--- src/rtl/tdm_mux_pkg.sv ---
// rtl/tdm_mux_pkg.sv - shared types and helpers for the TDM mux scanner
package tdm_mux_pkg;

  typedef enum logic [1:0] {
    ST_IDLE,
    ST_FIXED,
    ST_SCAN
  } state_t;

  // Channel index width; a 2-channel mux still needs one select bit.
  function automatic int sel_width(input int n);
    return (n <= 2) ? 1 : $clog2(n);
  endfunction

endpackage

--- src/rtl/mux_n.sv ---
// rtl/mux_n.sv - combinational N:1 word mux, out-of-range select maps to channel 0
module mux_n #(
  parameter int N_CH   = 8,
  parameter int DATA_W = 8,
  parameter int SEL_W  = 3
) (
  input  logic [N_CH*DATA_W-1:0] d,
  input  logic [SEL_W-1:0]       sel,
  output logic [DATA_W-1:0]      y,
  output logic [SEL_W-1:0]       sel_eff
);

  always_comb begin
    y       = d[DATA_W-1:0];
    sel_eff = '0;
    for (int k = 1; k < N_CH; k++) begin
      if (sel == SEL_W'(k)) begin
        y       = d[k*DATA_W +: DATA_W];
        sel_eff = SEL_W'(k);
      end
    end
  end

endmodule

--- src/rtl/tdm_mux_scanner.sv ---
// rtl/tdm_mux_scanner.sv - registered N-channel word mux with auto-scan and dwell
module tdm_mux_scanner
  import tdm_mux_pkg::*;
#(
  parameter int  N_CH    = 8,
  parameter int  DATA_W  = 8,
  parameter int  DWELL_W = 4,
  localparam int SEL_W   = sel_width(N_CH)
) (
  input  logic                   clk,
  input  logic                   rst,
  input  logic                   en,
  input  logic                   mode,
  input  logic [SEL_W-1:0]       sel,
  input  logic [DWELL_W-1:0]     dwell,
  input  logic [N_CH*DATA_W-1:0] d,
  output logic [DATA_W-1:0]      y,
  output logic [SEL_W-1:0]       ch,
  output logic                   valid,
  output logic                   wrap
);

  state_t             state;
  logic [SEL_W-1:0]   cur;
  logic [DWELL_W-1:0] cnt;
  logic [DWELL_W-1:0] limit;

  logic               scanning;
  logic               boundary;
  logic [SEL_W-1:0]   next_cur;
  logic [SEL_W-1:0]   scan_ch;
  logic [SEL_W-1:0]   mux_sel;
  logic [DATA_W-1:0]  mux_y;
  logic [SEL_W-1:0]   mux_ch;

  // Scan-entry cycles select from sel so the start channel shows immediately.
  assign scanning = mode && (state == ST_SCAN);
  assign boundary = (cnt == limit);
  assign next_cur = (cur == SEL_W'(N_CH - 1)) ? '0 : cur + SEL_W'(1);
  assign scan_ch  = boundary ? next_cur : cur;
  assign mux_sel  = scanning ? scan_ch : sel;

  mux_n #(
    .N_CH   (N_CH),
    .DATA_W (DATA_W),
    .SEL_W  (SEL_W)
  ) u_mux (
    .d       (d),
    .sel     (mux_sel),
    .y       (mux_y),
    .sel_eff (mux_ch)
  );

  always_ff @(posedge clk) begin
    if (rst) begin
      state <= ST_IDLE;
      cur   <= '0;
      cnt   <= '0;
      limit <= '0;
      y     <= '0;
      ch    <= '0;
      valid <= 1'b0;
      wrap  <= 1'b0;
    end else if (!en) begin
      state <= ST_IDLE;
      cnt   <= '0;
      valid <= 1'b0;
      wrap  <= 1'b0;
    end else if (!mode) begin
      state <= ST_FIXED;
      cnt   <= '0;
      y     <= mux_y;
      ch    <= mux_ch;
      valid <= 1'b1;
      wrap  <= 1'b0;
    end else begin
      state <= ST_SCAN;
      y     <= mux_y;
      ch    <= mux_ch;
      valid <= 1'b1;
      if (state != ST_SCAN) begin
        cur   <= mux_ch;
        cnt   <= '0;
        limit <= dwell;
        wrap  <= 1'b0;
      end else if (boundary) begin
        // New dwell only takes effect here, at the channel boundary.
        cur   <= next_cur;
        cnt   <= '0;
        limit <= dwell;
        wrap  <= (next_cur == '0);
      end else begin
        cnt   <= cnt + DWELL_W'(1);
        wrap  <= 1'b0;
      end
    end
  end

endmodule
--- config.mk ---
export PLATFORM = sky130hd
export DESIGN_NAME = tdm_mux_scanner
export DESIGN_NICKNAME = d
export VERILOG_FILES = /design/src/rtl/tdm_mux_pkg.sv /design/src/rtl/mux_n.sv /design/src/rtl/tdm_mux_scanner.sv
export SDC_FILE = /design/constraint.sdc
export NUM_CORES = 1
export LEC_CHECK = 0
export CAP_MARGIN = 20
export CORE_MARGIN = 1.5
export CORE_UTILIZATION = 35
export CTS_CLUSTER_SIZE = 20
export DETAILED_ROUTE_END_ITERATION = 7
export PLACE_DENSITY_LB_ADDON = 0.25
export SYNTH_ARGS = -nofsm -noshare
export SYNTH_HDL_FRONTEND = slang
export SYNTH_SLANG_ARGS = --single-unit
--- constraint.sdc ---
create_clock -name clk -period 2.2 [get_ports clk]
set_input_delay 0.44 -clock clk [delete_from_list [all_inputs] [get_ports clk]]
set_output_delay 0.44 -clock clk [all_outputs]
set_load 0.1 [all_outputs]
Word-level counts from Yosys, hierarchy flattened
Cells that the tools add are included.

storage, ports and cells
  word-level logic and storage cells = 54
  register bits = 26
  bits of input ports = 75

cells by class
  equal/unequal tests = 11
  reductions and logical operators = 8
  mux-type cells = 22
  bitwise operators = 3
  $add $sub $neg = 2

operators with widths
  kind                 number
  $mux 8               7
  $mux 3               8
  $eq 3x3->1 const B   5
  $reduce_or 5->1      2
  $mux 4               2
  $eq 3x2->1 const B   2
  $mux 2               3
  $add 4x1->4 const B  1
  $eq 4x4->1           1
  $add 3x1->3 const B  1
  $eq 3x1->1 const B   1
  $logic_not 3->1      1
  $not 1->1            3
  $reduce_and 3->1     1
  $eq 2x2->1 const B   1
  $mux 1               2
  $ne 2x2->1 const B   1
  $reduce_and 2->1     1
  $reduce_bool 2->1    1
  $reduce_or 2->1      1
  $logic_and 1x1->1    1

Logic depth before layout (Yosys ltp)
  depth in word-level cells = 13
  depth in mapped cells = 11
  depth with buffers taken out = 9

Hierarchy
A second synthesis with hierarchy kept.

second synthesis, totals
  cells, all modules = 207
  area, all modules = 1919.3 sq um

modules (own cells, without submodules)
  module           instances  cells an instance  area an instance (sq um)
  tdm_mux_scanner  1          126                1226.2
  mux_n            1          81                 693.2

Worst setup path before layout
No wires, ideal clock.

  path kind = register to register
  start = register cnt[0]
  end = register y[0]
  stages on the path, launching flop included = 9
  library setup time = 0.120 ns
  clock period less this slack = 2.073 ns
  slack = 0.127 ns
  arrival = 1.953 ns
  data required time = 2.080 ns
  cells stage by stage = dfxtp_1 xnor2_1 a41oi_1 a311oi_4 buf_6 buf_8 mux2i_1 a211oi_1 a211o_1

on the way
  cells in the longest elaborated chain, start to end = 11
  elaborated cells on any way between the ends = 17

RTL lines
  what                    line                   RTL
  start, declared         tdm_mux_scanner.sv:25  logic [DWELL_W-1:0] cnt;
  start signal, assigned  tdm_mux_scanner.sv:93  cnt <= cnt + DWELL_W'(1);
  $eq 4x4->1 *            tdm_mux_scanner.sv:38  assign boundary = (cnt == limit);
  $mux 3 *                n/a
  $mux 3 *                tdm_mux_scanner.sv:41  assign mux_sel = scanning ? scan_ch : sel;
  $eq 3x1->1              mux_n.sv:17            if (sel == SEL_W'(k)) begin
  $mux 8 (6 in series)    mux_n.sv:17
  $mux 8 *                mux_n.sv:17
  end signal, assigned    tdm_mux_scanner.sv:72  y <= mux_y;
  end signal, assigned    tdm_mux_scanner.sv:78  y <= mux_y;
  end, declared           tdm_mux_scanner.sv:17  output logic [DATA_W-1:0] y,

Mark *: on every way between the ends. The rest lies on a longest branch, timed or not.
A chain may end at the register's enable or synchronous reset.

Worst setup path after layout
  start = register cnt[2]
  end = register y[0]

Same word-level chain as after synthesis.

==> flow_metrics.py <==
metrics = {
    "floorplanning": {
        "coreArea_mm2": 0.005075,
        "die_h_um": 75.42,
        "rows": 26,
        "die_w_um": 75.42,
        "initial_core_util": 0.3617,
        "design.die.area_mm2": 0.005687,
        "io_pins": 88,
    },
    "pwr": {
        "internal_power_mw": 0.9419,
        "p_comb_frac": 0.416,
        "pwr-share-clk": 0.222,
        "ir_worst_vdd_uv": 282.2,
        "p_leak_nw": 1.309,
        "pwr-share-seq": 0.362,
        "finalPower_mw": 1.443,
        "powerDensity_mw_per_mm2": 472.0,
        "sw_frac_of_total": 0.3475,
        "switching_power_mw": 0.5016,
    },
    "grt": {
        "grt_pass1_vias": 1836,
        "antenna_found_initial": 0,
        "grt_max_degree": 18,
        "grt_util_all_layers": 0.1964,
        "grt_pass1_wl_mm": 8.597,
        "grt.overflow.total": 0,
    },
    "run_status": {
        "status": "completed",
    },
    "drt": {
        "drtIter0Drc": 58,
        "drc": 0,
        "dr.pass1.iters": 4,
        "ant_nets": 0,
        "vias": 1958,
        "wirelength_mm": 5.749,
        "routed_via_density": 5.033,
        "wl_per_cell_um": 14.78,
    },
    "sta": {
        "slew_headroom": 0.6855,
        "whs_ps": 473.6,
        "min_period_ps": 2130,
        "slew_violations": 0,
        "setup_violations": 0,
        "skew_ps": 3.703,
        "hold_violations": 0,
        "worstMarginPinSlew_ps": 470.0,
        "period_share": 0.9681,
        "fmax_mhz": 469.5,
        "rsz0062_at_grt": "true",
    },
    "yosys": {
        "synth_fa_ha_area_frac": 0.02727,
        "synth.area.mux_share": 0.1316,
        "synthCells": 210,
        "synth_warnings": 0,
        "synthXorXnorAreaFrac": 0.04772,
        "synth_top_family_by_area": "compound AO/OA/AOI/OAI gates",
        "async_flop_share": 0,
        "synthSimpleGateAreaFrac": 0.2093,
        "synth-edff-count": 0,
        "ys_ff_latch": 26,
        "ys.flop_type": "dfxtp_1",
        "synth-compound-area-share": 0.2468,
        "syn_area_mm2": 0.001836,
        "avgSynthCellArea_um2": 8.741,
        "ys_seq_area_frac": 0.2836,
        "synth_cell_type_count": 44,
        "synth_nets": 289,
    },
    "flow_run": {
        "maxCapViolCount": 0,
    },
    "final_layout": {
        "drive_above_1_share": 0.2257,
        "fin_nets": 399,
        "area_growth_pct": 66.60,
        "num_antenna_cells": 0,
    },
    "clock_network": {
        "hold_buffers": 0,
        "clk_latency_ps": 270,
        "cts.sinks": 26,
        "cts_max_path_buffers": 2,
        "htree_levels": 1,
        "cts_tree": "yes",
        "clkTransAtPathRegs_ps": 100,
        "cts_root_buf": "clkbuf_8",
        "cts_buffers": 3,
    },
    "worst_setup_path": {
        "endpoint_kind": "register",
        "path_class": "register to register",
        "cp-start-kind": "register",
        "crit_fanout": 17,
        "r2r_slack_ps": 70,
        "arrival_ps": 2300,
        "required_ps": 2370,
    },
    "placed_design": {
        "port_buffers": 87,
        "hpwl_mm": 4.431,
        "gp_congestion": 0.9048,
    },
    "hold_path": {
        "worstHoldPathType": "register to register",
    },
}
## sequential cells by signal, summed over array words and instances (netlist names)
register / count
state: 2
y: 8
ch: 3
wrap: 1
cur: 3
valid: 1
cnt: 4
limit: 4
## final cells by class
type	instances	area, µm²
well taps	70	87.58
fillers	463	2017
multi-input cells	172	1289
repair buffers	115	1087
clock buffers	4	55.05
inverters	2	7.507
flip-flops and latches	26	531.8
## cells by family (layout without fill, tap and decap cells)
logic type | count (synthesis) | count (layout)
compound gates | 56 | 56
xor+xnor | 10 | 10
fa+ha+maj | 4 | 4
buf+inv | 12 | 121
flops | 26 | 26
mux | 24 | 24
simple gates | 78 | 78
## worst paths after layout
path         cells past startpoint                 to              start
max                              8  y[0]$_SDFFE_PP0P_  cnt[2]$_SDFF_PP0_
min                              1  y[0]$_SDFFE_PP0P_  y[0]$_SDFFE_PP0P_
max reg2reg                      8  y[0]$_SDFFE_PP0P_  cnt[2]$_SDFF_PP0_
min reg2reg                      1  y[0]$_SDFFE_PP0P_  y[0]$_SDFFE_PP0P_
## per-stage QoR
stage                     std cells  setup WS (ps)  utilization  cell area, µm²  setup TNS (ps)
final                           389          70.17       0.6026            3058               0
after floorplan                 210          126.9            -            1836               0
after global routing            389         -27.53       0.6026            3058          -79.87
after global placement          381         -317.0       0.5641            2863           -2170
after detailed placement        381         -360.9       0.5641            2863           -2385
after CTS                       388          45.75       0.5863            2975               0
## synthesized netlist by cell type, types with 2 or more instances
master    count  share of area
ha_1          4          0.027
nor2b_1      14          0.048
a211oi_1     24          0.098
buf_6         3          0.018
nor3_1        2         0.0055
xnor2_1       5          0.024
buf_4         2         0.0082
inv_1         2         0.0041
o211ai_2      2          0.014
nand2b_1      3          0.010
and3_1        4          0.014
clkbuf_1      2         0.0041
a41oi_1       2         0.0095
a211o_1       7          0.033
nor2_1       31          0.063
xor2_1        5          0.024
and2_1        2         0.0068
nand3_1       4          0.011
dfxtp_1      26           0.28
nand4_1       2         0.0068
mux2i_1      23           0.13
a21oi_1       8          0.022
buf_8         2          0.016
nand2_1      11          0.022
## metal layers
metal / track usage / wire, µm
met5: 0 / 0
met4: 0.04167 / 33
met2: 0.3333 / 2695
met3: 0.03042 / 368
met1: 0.2643 / 2651
## worst max-delay path, cell delays in order, from the launching register on
cell      delay (ps)
dfxtp_2          390
xor2_1           230
nor2_1           130
a311oi_4         400
buf_4            210
buf_16           150
mux2i_1          200
a211oi_1          90
a211o_1          220
## layout by cell type, fill, tap and decap left out, drive strengths merged, types with 2 or more instances in the layout
| cell | count |
|---|---|
| and2 | 2 |
| buf | 41 |
| o41ai | 2 |
| xnor2 | 5 |
| nand4 | 2 |
| clkbuf | 4 |
| a41oi | 2 |
| nand2 | 12 |
| a21oi | 8 |
| nor2 | 31 |
| and3 | 4 |
| nand2b | 3 |
| nor3 | 2 |
| mux2i | 23 |
| xor2 | 5 |
| a211oi | 24 |
| nor2b | 14 |
| ha | 4 |
| o211ai | 2 |
| dfxtp | 26 |
| a211o | 7 |
| nand3 | 4 |
| o21ai | 2 |
| clkdlybuf4s50 | 73 |
| inv | 2 |
## power groups by stage
| stage | Clock (mW) | Sequential (mW) | Combinational, mW |
|---|---|---|---|
| 2_1_floorplan | 0 | 0.663 | 0.210 |
| 3_3_place_gp | 0 | 0.529 | 0.571 |
| 5_1_grt | 0.346 | 0.526 | 0.639 |
| 6_report | 0.321 | 0.522 | 0.601 |
| 4_1_cts | 0.325 | 0.519 | 0.594 |
| 3_5_place_dp | 0 | 0.530 | 0.574 |
## repair_timing
| item | CTS | global route |
|---|---|---|
| gates cloned | 1 | 0 |
| pin swaps | 1 | 3 |
| setup endpoints to repair | 6 | 8 |
| buffers inserted | 2 | 1 |
| endpoints found under the hold margin | 0 | 0 |
| resized for setup | 5 | 19 |
(Power assumes the default switching activity.)
